[config.mk]
export PLATFORM = sky130hd
export DESIGN_NAME = dsp_sequencer
export DESIGN_NICKNAME = d
export VERILOG_FILES = /design/src/rtl/dsp_sequencer.sv
export SDC_FILE = /design/constraint.sdc
export NUM_CORES = 1
export LEC_CHECK = 0
export BUFFER_PORTS_ARGS = -buffer_cell sky130_fd_sc_hd__buf_2
export CAP_MARGIN = 20
export CORE_MARGIN = 3
export CORE_UTILIZATION = 40
export DETAILED_ROUTE_END_ITERATION = 7
export GPL_ROUTABILITY_DRIVEN = 0
export HOLD_SLACK_MARGIN = 0.05
export PLACE_DENSITY_LB_ADDON = 0.15
export SLEW_MARGIN = 30
export SYNTH_ARGS = -nofsm -noshare
export SYNTH_HDL_FRONTEND = slang
export SYNTH_SLANG_ARGS = --single-unit
[constraint.sdc]
create_clock -name clk -period 2.6 [get_ports clk]
set_clock_uncertainty 0.2 [all_clocks]
set_input_delay 0.26 -clock clk [delete_from_list [all_inputs] [get_ports clk]]
set_output_delay 0.26 -clock clk [all_outputs]
set_load 0.1 [all_outputs]
[src/rtl/dsp_sequencer.sv]
// Retune sequencer for the DDS/decimator datapath: shadows config writes, applies them at frame
// boundaries, pulses the datapath reset and forwards only complete frames. Optional macro: DSP_SEQ_TIMEOUT_EN.
module dsp_sequencer #(
    parameter int          DW            = 20,
    parameter logic [31:0] DEF_FTW       = 32'h0,
    parameter logic [12:0] DEF_DECIM     = 13'd48,
    parameter logic [12:0] MIN_DECIM     = 13'd16,
    parameter int          RST_CYCLES    = 4,
    parameter int          SETTLE_FRAMES = 2
) (
    input  logic          clk,
    input  logic          reset,
    input  logic [31:0]   cfg_ftw,
    input  logic [12:0]   cfg_decim,
    input  logic          cfg_wr,
    output logic          cfg_busy,
    output logic          err_decim,
    input  logic          err_clr,
    output logic [31:0]   dds_ftw,
    output logic [12:0]   decimation,
    output logic          dsp_reset,
    input  logic [DW-1:0] stream_in,
    input  logic          strobe_in,
    output logic [DW-1:0] stream_out,
    output logic          strobe_out,
    output logic [15:0]   frame_cnt
);

    localparam int CNT_W = 8;

    typedef enum logic [1:0] {HOLD, SETTLE, RUN, PEND} state_t;

    state_t             r_state;
    state_t             w_state_nxt;
    logic [CNT_W-1:0]   r_cnt;
    logic [CNT_W-1:0]   w_cnt_nxt;
    logic               r_strb_prev;
    logic               w_fend;
    logic               w_accept;
    logic               w_reject;
    logic               w_apply;
    logic               w_fwd;
    logic               w_to;
    logic [31:0]        r_shadow_ftw;
    logic [12:0]        r_shadow_decim;
    logic               r_shadow_vld;
    logic [31:0]        r_ftw;
    logic [12:0]        r_decim;
    logic               vld_p1;
    logic [DW-1:0]      r_stream_p1;
    logic [15:0]        r_frame_cnt;
    logic               r_err;

    assign w_fend   = !strobe_in && r_strb_prev;
    assign w_accept = cfg_wr && (cfg_decim >= MIN_DECIM);
    assign w_reject = cfg_wr && (cfg_decim < MIN_DECIM);
    assign w_fwd    = (r_state == RUN) || (r_state == PEND);

`ifdef DSP_SEQ_TIMEOUT_EN
    logic [13:0] r_wdog;

    assign w_to = (r_wdog == 14'h3FFF);

    // Watchdog stands in for a missing frame end; cleared outside the waiting states.
    always_ff @(posedge clk) begin
        if (reset) begin
            r_wdog <= '0;
        end else if ((r_state == SETTLE || r_state == PEND) && !w_fend && !w_to) begin
            r_wdog <= r_wdog + 14'd1;
        end else begin
            r_wdog <= '0;
        end
    end
`else
    assign w_to = 1'b0;
`endif

    always_comb begin
        w_state_nxt = r_state;
        w_cnt_nxt   = r_cnt;
        w_apply     = 1'b0;
        case (r_state)
            HOLD: begin
                if (r_cnt == CNT_W'(RST_CYCLES - 1)) begin
                    w_state_nxt = SETTLE;
                    w_cnt_nxt   = '0;
                end else begin
                    w_cnt_nxt = r_cnt + 1'b1;
                end
            end
            SETTLE: begin
                if (w_to || (w_fend && r_cnt == CNT_W'(SETTLE_FRAMES - 1))) begin
                    w_state_nxt = (r_shadow_vld || w_accept) ? PEND : RUN;
                    w_cnt_nxt   = '0;
                end else if (w_fend) begin
                    w_cnt_nxt = r_cnt + 1'b1;
                end
            end
            RUN: begin
                if (w_accept || r_shadow_vld) begin
                    w_state_nxt = PEND;
                end
            end
            PEND: begin
                if (w_fend || w_to) begin
                    w_state_nxt = HOLD;
                    w_cnt_nxt   = '0;
                    w_apply     = 1'b1;
                end
            end
            default: begin
                w_state_nxt = HOLD;
                w_cnt_nxt   = '0;
            end
        endcase
    end

    always_ff @(posedge clk) begin
        if (reset) begin
            r_state     <= HOLD;
            r_cnt       <= '0;
            r_strb_prev <= 1'b0;
        end else begin
            r_state     <= w_state_nxt;
            r_cnt       <= w_cnt_nxt;
            r_strb_prev <= strobe_in;
        end
    end

    // A write landing on the apply cycle is the newest one, so it is applied directly.
    always_ff @(posedge clk) begin
        if (w_accept) begin
            r_shadow_ftw   <= cfg_ftw;
            r_shadow_decim <= cfg_decim;
        end
        if (reset) begin
            r_shadow_vld <= 1'b0;
            r_ftw        <= DEF_FTW;
            r_decim      <= DEF_DECIM;
        end else if (w_apply) begin
            r_shadow_vld <= 1'b0;
            r_ftw        <= w_accept ? cfg_ftw   : r_shadow_ftw;
            r_decim      <= w_accept ? cfg_decim : r_shadow_decim;
        end else if (w_accept) begin
            r_shadow_vld <= 1'b1;
        end
    end

    // Stage p1: gated output stream
    always_ff @(posedge clk) begin
        if (reset) begin
            vld_p1      <= 1'b0;
            r_stream_p1 <= '0;
            r_frame_cnt <= '0;
            r_err       <= 1'b0;
        end else begin
            vld_p1 <= strobe_in && w_fwd;
            if (strobe_in && w_fwd) begin
                r_stream_p1 <= stream_in;
            end
            if (w_fend && vld_p1) begin
                r_frame_cnt <= r_frame_cnt + 16'd1;
            end
            if (w_reject) begin
                r_err <= 1'b1;
            end else if (err_clr) begin
                r_err <= 1'b0;
            end
        end
    end

    assign cfg_busy   = !((r_state == RUN) && !r_shadow_vld);
    assign dsp_reset  = (r_state == HOLD);
    assign err_decim  = r_err;
    assign dds_ftw    = r_ftw;
    assign decimation = r_decim;
    assign stream_out = r_stream_p1;
    assign strobe_out = vld_p1;
    assign frame_cnt  = r_frame_cnt;

endmodule

Word level (Yosys, flattened, before mapping)
Cells that the tools add are included.

storage, ports and cells
  bits in registers = 140
  latch bits = 0
  bits in writable memories = 0
  bits in read-only memories = 0
  input port bits = 70
  word-level logic and storage cells = 61
  memories = 0

operators by class
  add/subtract/negate cells = 2
  multiply operators = 0
  div/mod/pow operators = 0
  $lt $le $gt $ge = 2
  equality and inequality tests = 10
  shift-type cells = 0
  mux-type cells = 17
  bitwise operators = 0
  reductions and logical operators = 18

operators by type and width
  kind                     number
  $mux W32                 1
  $mux W8                  4
  $pmux W8 S3              1
  $add A16 B1 Y16 const B  1
  $ge A13 B5 Y1 const B    1
  $lt A13 B5 Y1 const B    1
  $mux W13                 1
  $add A8 B1 Y8 const B    1
  $eq A8 B1 Y1 const B     1
  $eq A8 B2 Y1 const B     1
  $mux W2                  4
  $pmux W2 S4              1
  $logic_and A1 B1 Y1      7
  $ne A2 B2 Y1 const B     3
  $mux W1                  5
  $eq A2 B2 Y1 const B     2
  $reduce_and A4 Y1        1
  $logic_not A1 Y1         3
  $ne A3 B3 Y1 const B     1
  $reduce_and A3 Y1        1
  $reduce_bool A3 Y1       1
  $eq A2 B1 Y1 const B     1
  $logic_not A2 Y1         1
  $logic_or A1 B1 Y1       2
  3 further kinds          3

Depth between registers and ports, before layout
  depth in word-level cells = 6
  gate-level depth with buffers = 7

Least setup slack after synthesis
No wires, ideal clock.

  path kind = register to register
  start = register r_frame_cnt[3], in the netlist frame_cnt[3]
  end = register r_frame_cnt[13], in the netlist frame_cnt[13]
  setup time = 0.067 ns
  data arrival time = 2.256 ns
  path slack = 0.077 ns
  stages on the path, launching flop included = 6
  period minus slack after synthesis = 2.523 ns
  cells stage by stage = dfxtp_1 nand4_1 nor4_1 nand3_1 xor2_1 nor2_1

between the ends
  word-level cells in the longest chain between the ends = 1

RTL lines
  item                    RTL line  text
  from (decl)             51        logic [15:0] r_frame_cnt;
  from (signal assigned)  162       r_frame_cnt <= r_frame_cnt + 16'd1;
  $add A16 B1 Y16         162

Every way passes these cells.
A chain may end at the register's enable or synchronous reset.

Final worst setup path
  start = input port cfg_decim[5]
  end = register r_ftw[8], in the netlist dds_ftw[8]

between the ends
  word-level cells in the longest chain between the ends = 3

RTL lines
  item                  RTL line  text
  from (decl)           14        input logic [12:0] cfg_decim,
  $ge A13 B5 Y1         55        assign w_accept = cfg_wr && (cfg_decim >= MIN_DECIM);
  $logic_and A1 B1 Y1   55
  $mux W32              --
  to (signal assigned)  142       r_ftw <= w_accept ? cfg_ftw : r_shadow_ftw;
  to (decl)             47        logic [31:0] r_ftw;

Every way passes these cells.

==> reports/qor.yml <==
synth:
  syn_nets: 551
  synth_area_mm2: 0.00506
  synth_edf_count: 0
  synth-seq-cells: 140
  synth_cells: 474
  synthDistinctLibCells: 40
  synthArstFlopShare_pct: 0
  yosysSeqAreaShare_pct: 55.4
  yosys.area.top_type_share_pct: 55.4
  synthTopCellsByCount: "dfxtp_1, nand2_1, a22o_1, nor2_1, a21oi_1"
  synth.most_common_cell: "dfxtp_1"
  yosysTopAreaCell: "dfxtp_1"
  ys_warn_count: 0
  avgSynthCellArea_um2: 10.7
  ys.flop_type: "dfxtp_1"
  synth_area_leaders: "dfxtp_1, a22o_1, mux2_4, nand2_1, mux2_2"
placement:
  post_dp_cell_area_mm2: 0.00601
  dpl.hpwl_mm: 7.95
  port_buffers: 154
route:
  drtAntennaViolNets: 0
  via_count: 4272
  drtIter0Drc: 281
  drt-total-wl_mm: 12.8
  via_per_inst: 4.79
  wl_per_cell_um: 14.4
  post-route-drc-count: 0
  first_pass_iters: 4
cts:
  clock_path_buffers: 2
  cts_buffers: 17
  clk_pin_slew_worst_paths_ns: 0.05
  worstSkewPairLatency_ns: 0.40
  clock_sinks: 140
  cts_root_buffer: "clkbuf_16"
  cts_tree: "built"
  ctsHtreeMaxLevel: 4
setup_path:
  end_kind: "flop"
  cp.arrival_ns: 2.63
  path_max_fanout: 18
  start_kind: "primary input"
  crit_required_ns: 2.69
  path_class: "primary input to flop"
pwr:
  leakage_nw: 3.36
  vdd_ir_drop_max_mv: 0.459
  pwr_density_cell_mw_per_mm2: 754
  power.total_mw: 5.59
global_routing:
  grt_pass1_vias: 4342
  grt_usage_pct: 18.3
  grt_max_degree: 47
  grt_pass1_wl_mm: 21.0
  antenna_found_initial: 0
  grt_overflow: 0
finish:
  areaGrowthSynthToFinish_pct: 46.4
  num_antenna_cells: 0
  drive_gt1_share_pct: 32.8
  nFillCells: 1032
  finalInstanceArea_mm2: 0.00741
  nNetsFinal: 788
sta:
  period_needed_ns: 2.54
  max_freq_mhz: 394
  tightest_slew_ns: 0.652
  setup-tns-final_ns: 0
  rsz0062_at_grt: "false"
  final_hold_viol_count: 0
  maxSlewHeadroom_pct: 56.5
  setup_violations: 0
  period_share_pct: 97.7
  slew_violations: 0
job:
  maxCapViolCount: 0
floorplan:
  start_util_pct: 41.5
  core_area_mm2: 0.0122
  die_w_um: 119
  num_rows: 40
  die_y_um: 119
  die-area_mm2: 0.0140
  num_io_pins: 155
status:
  status: "complete, no violations"
worst_hold_path:
  hold_path_class: "primary input to flop"
-- worst max-delay path, stage by stage --
cell and delay, ns:
dlygate4sd3_1 0.53, buf_2 0.13, or3_1 0.42, o41ai_4 0.32, buf_4 0.19, clkbuf_16 0.20, mux2_2 0.36, a22o_1 0.21
-- registers in the layout, indices dropped and copies added (netlist names) --
| signal | count |
|---|---|
| dds_ftw | 32 |
| r_shadow_ftw | 32 |
| stream_out | 20 |
| frame_cnt | 16 |
| decimation | 13 |
| r_shadow_decim | 13 |
| r_cnt | 8 |
| r_state | 2 |
| err_decim | 1 |
| r_shadow_vld | 1 |
| r_strb_prev | 1 |
| strobe_out | 1 |
-- power by group --
group	total [mW]	internal (mW)	switching [mW]	leakage, nW
Combinational	0.853	0.350	0.503	1.94
Sequential	2.34	2.26	0.0742	1.15
Clock	2.40	1.52	0.874	0.282
-- final cells by class --
type	count	area, um2	share of cell area, %
clock buffer	20	447	6.03
clock inverter	11	145	1.96
inverter	9	33.8	0.456
multi-input combinational	300	2100	28.4
sequential	140	2800	37.8
tap	168	210	2.84
timing repair buffer	243	1670	22.5
-- metal layers --
| layer | wire (um) | vias up | global-route usage, % |
|---|---|---|---|
| li1 | - | 2128 | - |
| met1 | 5770 | 2003 | 22.7 |
| met2 | 6070 | 128 | 29.4 |
| met3 | 818 | 13 | 6.46 |
| met4 | 149 | 0 | 6.95 |
| met5 | 0 | - | 0 |
-- path summary, 6_finish.rpt --
path / endpoint / cells past startpoint / startpoint / slack (ns)
worst max-delay path: dds_ftw[8] / 8 / cfg_decim[5] / 0.06
worst min-delay path: decimation[4] / 3 / cfg_wr / 0.07
worst max register to register: r_cnt[7] / 5 / r_cnt[2] / 0.53
worst min register to register: decimation[4] / 2 / decimation[4] / 0.25
-- repair_timing --
item / in CTS / in global routing
gates resized for setup: 0 / 1
setup endpoints to repair: 0 / 3
hold buffers: 78 / 0
hold endpoints to repair: 113 / 0
setup buffers: 0 / 2
-- cells in the final DEF, fill, tap and decap left out, types with 16 or more instances in the layout --
master | Yosys | routed
buf_2 | 0 | 154
dfxtp_1 | 140 | 140
nand2_1 | 78 | 78
dlygate4sd3_1 | 0 | 78
a22o_1 | 43 | 43
nor2_1 | 33 | 32
a21oi_1 | 27 | 26
mux2_4 | 20 | 20
clkbuf_16 | 0 | 18
mux2_2 | 16 | 16
xor2_1 | 16 | 16
-- cells by family (layout without fill, tap and decap cells) --
family,count (synthesis),count (layout),share of synthesized area (%)
AND/OR/NAND/NOR,149,149,12.9
XOR/XNOR,20,20,3.46
adder cells (fa/ha/maj),7,7,1.73
AO/OA/AOI/OAI,88,88,13.6
multiplexers,36,36,9.49
buffers and inverters,34,283,3.46
flip-flops,140,140,55.4
-- stage by stage --
stage / cells / setup slack (ns) / util, % / hold slack [ns]
3_3_place_gp: 779 / 0.119 / 49.2 / 0.227
5_1_grt: 891 / 0.0243 / 60.7 / 0.0801
6_report: 891 / 0.0589 / 60.7 / 0.0680
3_5_place_dp: 779 / 0.0620 / 49.2 / 0.235
4_1_cts: 888 / 0.0696 / 60.4 / 0.0582
2_1_floorplan: 474 / 0.0772 / - / 0.177
No activity file was read; power rests on OpenSTA's default activity.
